`src/rtl/bin2disp_unit.sv`:
```
// Sequential double-dabble binary-to-BCD converter driving an 8-digit, 5-bit-per-digit display bus.
// Optional leading-zero blanking is enabled by defining BIN2DISP_LZB_EN.
module bin2disp_unit #(
  parameter int BIN_W   = 27,
  parameter int MAX_VAL = 99_999_999
) (
  input  logic             clk,
  input  logic             rst,
  input  logic [BIN_W-1:0] bin_in,
  input  logic             start,
  output logic             busy,
  output logic             done,
  output logic             ovf,
  output logic [39:0]      display
);

  localparam int          CNT_W = $clog2(BIN_W);
  localparam logic [31:0] MAX_U = 32'(MAX_VAL);

  typedef enum logic [1:0] {
    IDLE   = 2'd0,
    SHIFT  = 2'd1,
    FORMAT = 2'd2,
    DONE   = 2'd3
  } state_t;

  state_t             state_r, state_s;
  logic [BIN_W-1:0]   bin_r;
  logic [31:0]        bcd_r;
  logic [31:0]        adj_s;
  logic [CNT_W-1:0]   cnt_r;
  logic               ovf_cap_r;
  logic               ovf_in_s;
  logic               busy_r, done_r, ovf_r;
  logic [39:0]        display_r;

  // Every BCD nibble of 5 or more gets +3 so the following left shift carries correctly.
  function automatic logic [31:0] add3(input logic [31:0] b);
    logic [31:0] r;
    r = 32'h0;
    for (int k = 0; k < 8; k++) begin
      r[4*k +: 4] = (b[4*k +: 4] >= 4'd5) ? (b[4*k +: 4] + 4'd3) : b[4*k +: 4];
    end
    return r;
  endfunction

  function automatic logic [39:0] fmt_digits(input logic [31:0] bcd, input logic ovf_f);
    logic [39:0] w;
`ifdef BIN2DISP_LZB_EN
    logic lead;
    lead = 1'b1;
`endif
    w = 40'h0;
    for (int k = 0; k < 8; k++) begin
      w[5*k +: 5] = ovf_f ? 5'h0E : {1'b0, bcd[4*k +: 4]};
    end
`ifdef BIN2DISP_LZB_EN
    // Digit0 is never blanked so a zero value still shows one "0".
    if (!ovf_f) begin
      for (int k = 7; k >= 1; k--) begin
        if (lead && (bcd[4*k +: 4] == 4'h0)) begin
          w[5*k +: 5] = 5'h1F;
        end else begin
          lead = 1'b0;
        end
      end
    end
`endif
    return w;
  endfunction

  // Combinational helpers: add-3 adjust and overflow decision on the raw input.
  always_comb begin
    adj_s    = add3(bcd_r);
    ovf_in_s = (32'(bin_in) > MAX_U);
  end

  // State register.
  always_ff @(posedge clk) begin
    if (!rst) begin
      state_r <= IDLE;
    end else begin
      state_r <= state_s;
    end
  end

  // Next-state logic.
  always_comb begin
    state_s = state_r;
    case (state_r)
      IDLE: begin
        if (start) begin
          state_s = SHIFT;
        end else begin
          state_s = IDLE;
        end
      end
      SHIFT: begin
        if (cnt_r == CNT_W'(0)) begin
          state_s = FORMAT;
        end else begin
          state_s = SHIFT;
        end
      end
      FORMAT:  state_s = DONE;
      DONE:    state_s = IDLE;
      default: state_s = IDLE;
    endcase
  end

  // Datapath and registered outputs; display/ovf only move on entry to DONE.
  always_ff @(posedge clk) begin
    if (!rst) begin
      bin_r     <= '0;
      bcd_r     <= 32'h0;
      cnt_r     <= '0;
      ovf_cap_r <= 1'b0;
      busy_r    <= 1'b0;
      done_r    <= 1'b0;
      ovf_r     <= 1'b0;
      display_r <= 40'hFF_FFFF_FFFF;
    end else begin
      done_r <= 1'b0;
      case (state_r)
        IDLE: begin
          if (start) begin
            bin_r     <= bin_in;
            bcd_r     <= 32'h0;
            cnt_r     <= CNT_W'(BIN_W - 1);
            ovf_cap_r <= ovf_in_s;
            busy_r    <= 1'b1;
          end
        end
        SHIFT: begin
          {bcd_r, bin_r} <= {adj_s[30:0], bin_r, 1'b0};
          if (cnt_r != CNT_W'(0)) begin
            cnt_r <= cnt_r - CNT_W'(1);
          end
        end
        FORMAT: begin
          display_r <= fmt_digits(bcd_r, ovf_cap_r);
          ovf_r     <= ovf_cap_r;
          done_r    <= 1'b1;
          busy_r    <= 1'b0;
        end
        DONE: begin
          busy_r <= 1'b0;
        end
        default: begin
          busy_r <= 1'b0;
        end
      endcase
    end
  end

  assign busy    = busy_r;
  assign done    = done_r;
  assign ovf     = ovf_r;
  assign display = display_r;

endmodule
```
`config.mk`:
```
export PLATFORM = sky130hd
export DESIGN_NAME = bin2disp_unit
export DESIGN_NICKNAME = d
export VERILOG_FILES = /design/src/rtl/bin2disp_unit.sv
export SDC_FILE = /design/constraint.sdc
export NUM_CORES = 1
export LEC_CHECK = 0
export CAP_MARGIN = 10
export CORE_AREA = 2 2 98 100
export CTS_CLUSTER_SIZE = 12
export DETAILED_ROUTE_END_ITERATION = 12
export DIE_AREA = 0 0 100 102
export GPL_ROUTABILITY_DRIVEN = 0
export PLACE_DENSITY = 0.9
export SYNTH_ARGS = -nofsm -noshare
export SYNTH_HDL_FRONTEND = slang
export SYNTH_SLANG_ARGS = --single-unit
export TNS_END_PERCENT = 10
```
`constraint.sdc`:
```
create_clock -name clk -period 1.74 [get_ports clk]
set_input_delay 0.348 -clock clk [delete_from_list [all_inputs] [get_ports clk]]
set_output_delay 0.348 -clock clk [all_outputs]
set_load 0.01 [all_outputs]
```
# == Word level (Yosys, flattened, before mapping) ==
# Cells that the tools add are included.
# classes
n_addsub,9
n_reduce_logical,10
mux,29
order_cmp,9
n_eq_ne,5
# ops
cell,count
$pmux W32 S2,1
$mux W4,15
$pmux W27 S2,1
$ge A4 B3 Y1 const B,8
$mux W32,1
$add A4 B2 Y4 const B,7
$gt A27 B27 Y1 const B,1
$mux W27,1
$mux W5,2
$pmux W5 S2,1
$pmux W2 S4,1
$reduce_and A2 Y1,3
$logic_not A5 Y1,1
$reduce_bool A5 Y1,1
$sub A5 B1 Y5 const B,1
$eq A2 B2 Y1 const B,2
$ne A2 B2 Y1 const B,2
$reduce_bool A2 Y1,2
$add A3 B2 Y3 const B,1
$mux W1,3
$mux W3,1
$reduce_and A3 Y1,1
$eq A2 B1 Y1 const B,1
$logic_not A2 Y1,1
3 further kinds,3
# word_totals
output_inout_bits,43
in_bits,30
register_bits,110

# == Depth between registers and ports, before layout ==
# logic_depth
word_depth,4
ltp_mapped,7

# == Worst setup path after synthesis ==
# Ideal clock, no wire load.
# synth_timing
kind,register to register
start,reg bcd_r[13]
end,reg bcd_r[14]
t_arrival_ns,1.383
path_slack_ns,0.282
synth_period_minus_slack_ns,1.458
path_buffers,0
path_stages_with_launch,7
cell_sequence,dfxtp_1 inv_1 ha_1 nand2b_1 a21oi_1 mux2_2 o21ai_0
# synth_between
elab_chain_len,3
word_cells_on_any_way,4
cone_classes,add/sub: 1; order compare: 1; mux: 2
# synth_lines
element,line_no,source
"start, declared",29,logic [31:0] bcd_r;
"start signal, assigned",135,"{bcd_r, bin_r} <= {adj_s[30:0], bin_r, 1'b0};"
$add A4 B2 Y4 or $ge A4 B3 Y1 (tied branches),42,r[4*k +: 4] = (b[4*k +: 4] >= 4'd5) ? (b[4*k +: 4] + 4'd3) : b[4*k +: 4];
$mux W4 (*),42,
$pmux W32 S2 (*),124,case (state_r)
# Mark *: on every way between the ends. The rest lies on a longest branch, timed or not.
# A chain may end at the register's enable or synchronous reset.

==> metrics.txt <==
Cells after Synth=564; layout cells sized above 1=9.49%; syn avg cell area=8.51 um2; cts hold-fix bufs=0; vias in the first global route=4068; part of the power in registers=47.4%; row cnt=35; Clock Path Buffers=2; via count=4185; # DRC=0; Post-Syn Area=0.00480 mm2; Overflow after GRT=0; Detailed Route WL=11.1 mm; WL met3=636 um; maxcap violations=0; Top Ports=73; Final WS setup=68.2 ps; Synth Area in Compound Gates=19.0%; placed cells=728; max layer used=met4; design area=0.00588 mm2; DRT antenna net count=0; Buf/Inv on CP=1; most common cell after layout, fill and taps aside=nand2_1; Worst Reg-to-Reg Cells=6; P_leak=2.54 nW; Final Cycle Share=96.1%; first-pass GRT wire length=18.4 mm; clock period minus worst slack=1670 ps; Cell Pwr Density=974 mW/mm2; gr usage total=22.3%; Final Hold Fails=0; most frequent cells in the layout=nand2_1 (121), dfxtp_1 (101), clkdlybuf4s50_1 (70); Crit-path slowest cell=clkdlybuf4s50_1; ys async rst share=0%; reg2reg start=bcd_r[9]$_SDFFE_PN0P_; Die Footprint=0.0102 mm2; Gate power share=21.4%; crit path launch=display[34]$_SDFFE_PN1P_; Synth Area in Adders=4.43%; main combinational cell family by area after synthesis=simple AND/OR/NAND/NOR gates; Post-Layout Cell Count=743; met2 WL post-DR=5.60 mm; crit path capture=display[19]; CP cell instances=clkdlybuf4s50_1; PostCTS Resize Cnt=1; WL/cell=15.0 um; area growth from synthesis to layout=22.5%; CTS tree=built; XOR/XNOR Fraction of Synth Area=3.10%; CP max stage delay=560 ps; Data arrival, critical path=1320 ps; Core ar.=0.00911 mm2; max-slew violation count=0; Ant. Diodes=0; Rel. slew slack=65.1%; root buf cell=clkbuf_8; Post-CTS Setup Repair Bufs=0; final core occ=64.6%; H-tree Lvls=3; peak supply drop=0.000550 V; I/O Buffers=72; Critical Path RT=1390 ps; Synth Area in Simple Gates=21.2%; placed cell areas=0.00562 mm2; R2R setup slack=100 ps; Clock Power Share=31.2%; status=complete, no violations; Final HPWL DP=7.90 mm; routed vias/inst=5.63; CP Depth=1; Num CTS Buffers=9; met1 wire length=4.70 mm; post-synthesis sequential area ratio=43.0%; FF-to-FF End=bcd_r[10]$_SDFFE_PN0P_; largest net degree at the start of global routing=51; crit path max fanout=9; TritonRoute pass-1 iters=5; nets@finish=675; Die W=100 um; Die Y=102 um; Seq cells post-synth=103; mux cell area share after synthesis=1.88%; antenna violations before repair=0; Critical Path Sink Type=output pin; Top FF cell, synth=dfxtp_1; filler instances=723; Ys Warns=0; Clock transition at path regs=100 ps; Starting Density=52.7%; Iter 0 DRT Violations=167; FMAX=0.598 GHz; Synthesized Nets=611; switching fraction of total power=28.2%; Final Skew=17.3 ps; HP Class=in -> reg; Netlist cell types=45; Switch Pwr=0.00162 W; Worst-Margin Slew=522 ps; worst slack, placed=-108 ps; clock latency on the worst-skew pair=370 ps; hold_sp=rst; critical path startpoint category=flop; EDFF count, synth=0; delay-heaviest family, CP=buffers and inverters; count of final setup violators=0; WS Path Type=reg -> out; clock sink count=103; internal power=0.00411 W
cell usage after synthesis (11+ instances only):
master | count | area share [%]
nor2b_1 | 13 | 1.7
ha_1 | 17 | 4.4
inv_1 | 21 | 1.6
buf_4 | 11 | 1.7
o211a_1 | 23 | 4.8
buf_2 | 11 | 1.1
nand3_1 | 42 | 4.4
dfxtp_1 | 103 | 43
o21ai_0 | 33 | 3.4
clkbuf_1 | 16 | 1.3
nand2_1 | 121 | 9.5
nor2_1 | 15 | 1.2
nor3_1 | 11 | 1.1
a21oi_1 | 17 | 1.8
logic make-up after synthesis:
family	Yosys count
AOI/OAI and AO/OA	127
xor gates and xnor gates	17
adders and majority gates	17
buffers and inverters	68
DFF	103
muxes	8
and+or+nand+nor	224
stage by stage:
step	setup TNS [ps]	hold WS [ps]	total power, W
after floorplan	0	425	0.00352
after global placement	-167	436	0.00390
after detailed placement	-597	455	0.00397
after CTS	0	355	0.00574
after global routing	-14.3	367	0.00600
final	0	367	0.00573
sequential cells by signal (all words and copies together) (netlist names), named ones only:
register,count
busy,1
cnt_r,5
display,33
ovf_cap_r,1
state_r,1
ovf,1
bcd_r,32
bin_r,27
done,1
per-layer routing:
metal / vias to the layer above / global-route usage, %
met5: - / 0
met4: 0 / 8.11
met3: 18 / 3.42
met2: 155 / 40.2
met1: 1944 / 27.0
li1: 2068 / -
area by class of cell:
cell class / instances / area, um2 / area share [%]
Multi-Input combinational cell: 393 / 2400 / 40.8
Sequential cell: 103 / 2060 / 35.1
Timing Repair Buffer: 99 / 958 / 16.3
Tap cell: 111 / 139 / 2.36
Clock buffer: 9 / 124 / 2.11
Clock inverter: 6 / 115 / 1.96
Inverter: 22 / 82.6 / 1.40
worst min path at each step:
stage | slack, ps | cells after the start | end
finish | 370 | 2 | cnt_r[1]$_SDFFE_PN0P_
global route | 370 | 2 | cnt_r[1]$_SDFFE_PN0P_
CTS | 350 | 2 | cnt_r[1]$_SDFFE_PN0P_
detailed placement | 460 | 2 | display[17]$_SDFFE_PN1P_
global placement | 440 | 2 | bcd_r[29]$_SDFFE_PN0P_
floorplan | 430 | 2 | bcd_r[29]$_SDFFE_PN0P_
power by group through the flow:
stage | clock network, W | registers (W) | logic, W
after floorplan | 0 | 0.00275 | 0.000763
after global routing | 0.00191 | 0.00274 | 0.00134
after detailed placement | 0 | 0.00277 | 0.00120
final | 0.00179 | 0.00272 | 0.00122
after global placement | 0 | 0.00275 | 0.00115
after CTS | 0.00181 | 0.00271 | 0.00122
No activity file was read; power rests on OpenSTA's default activity.
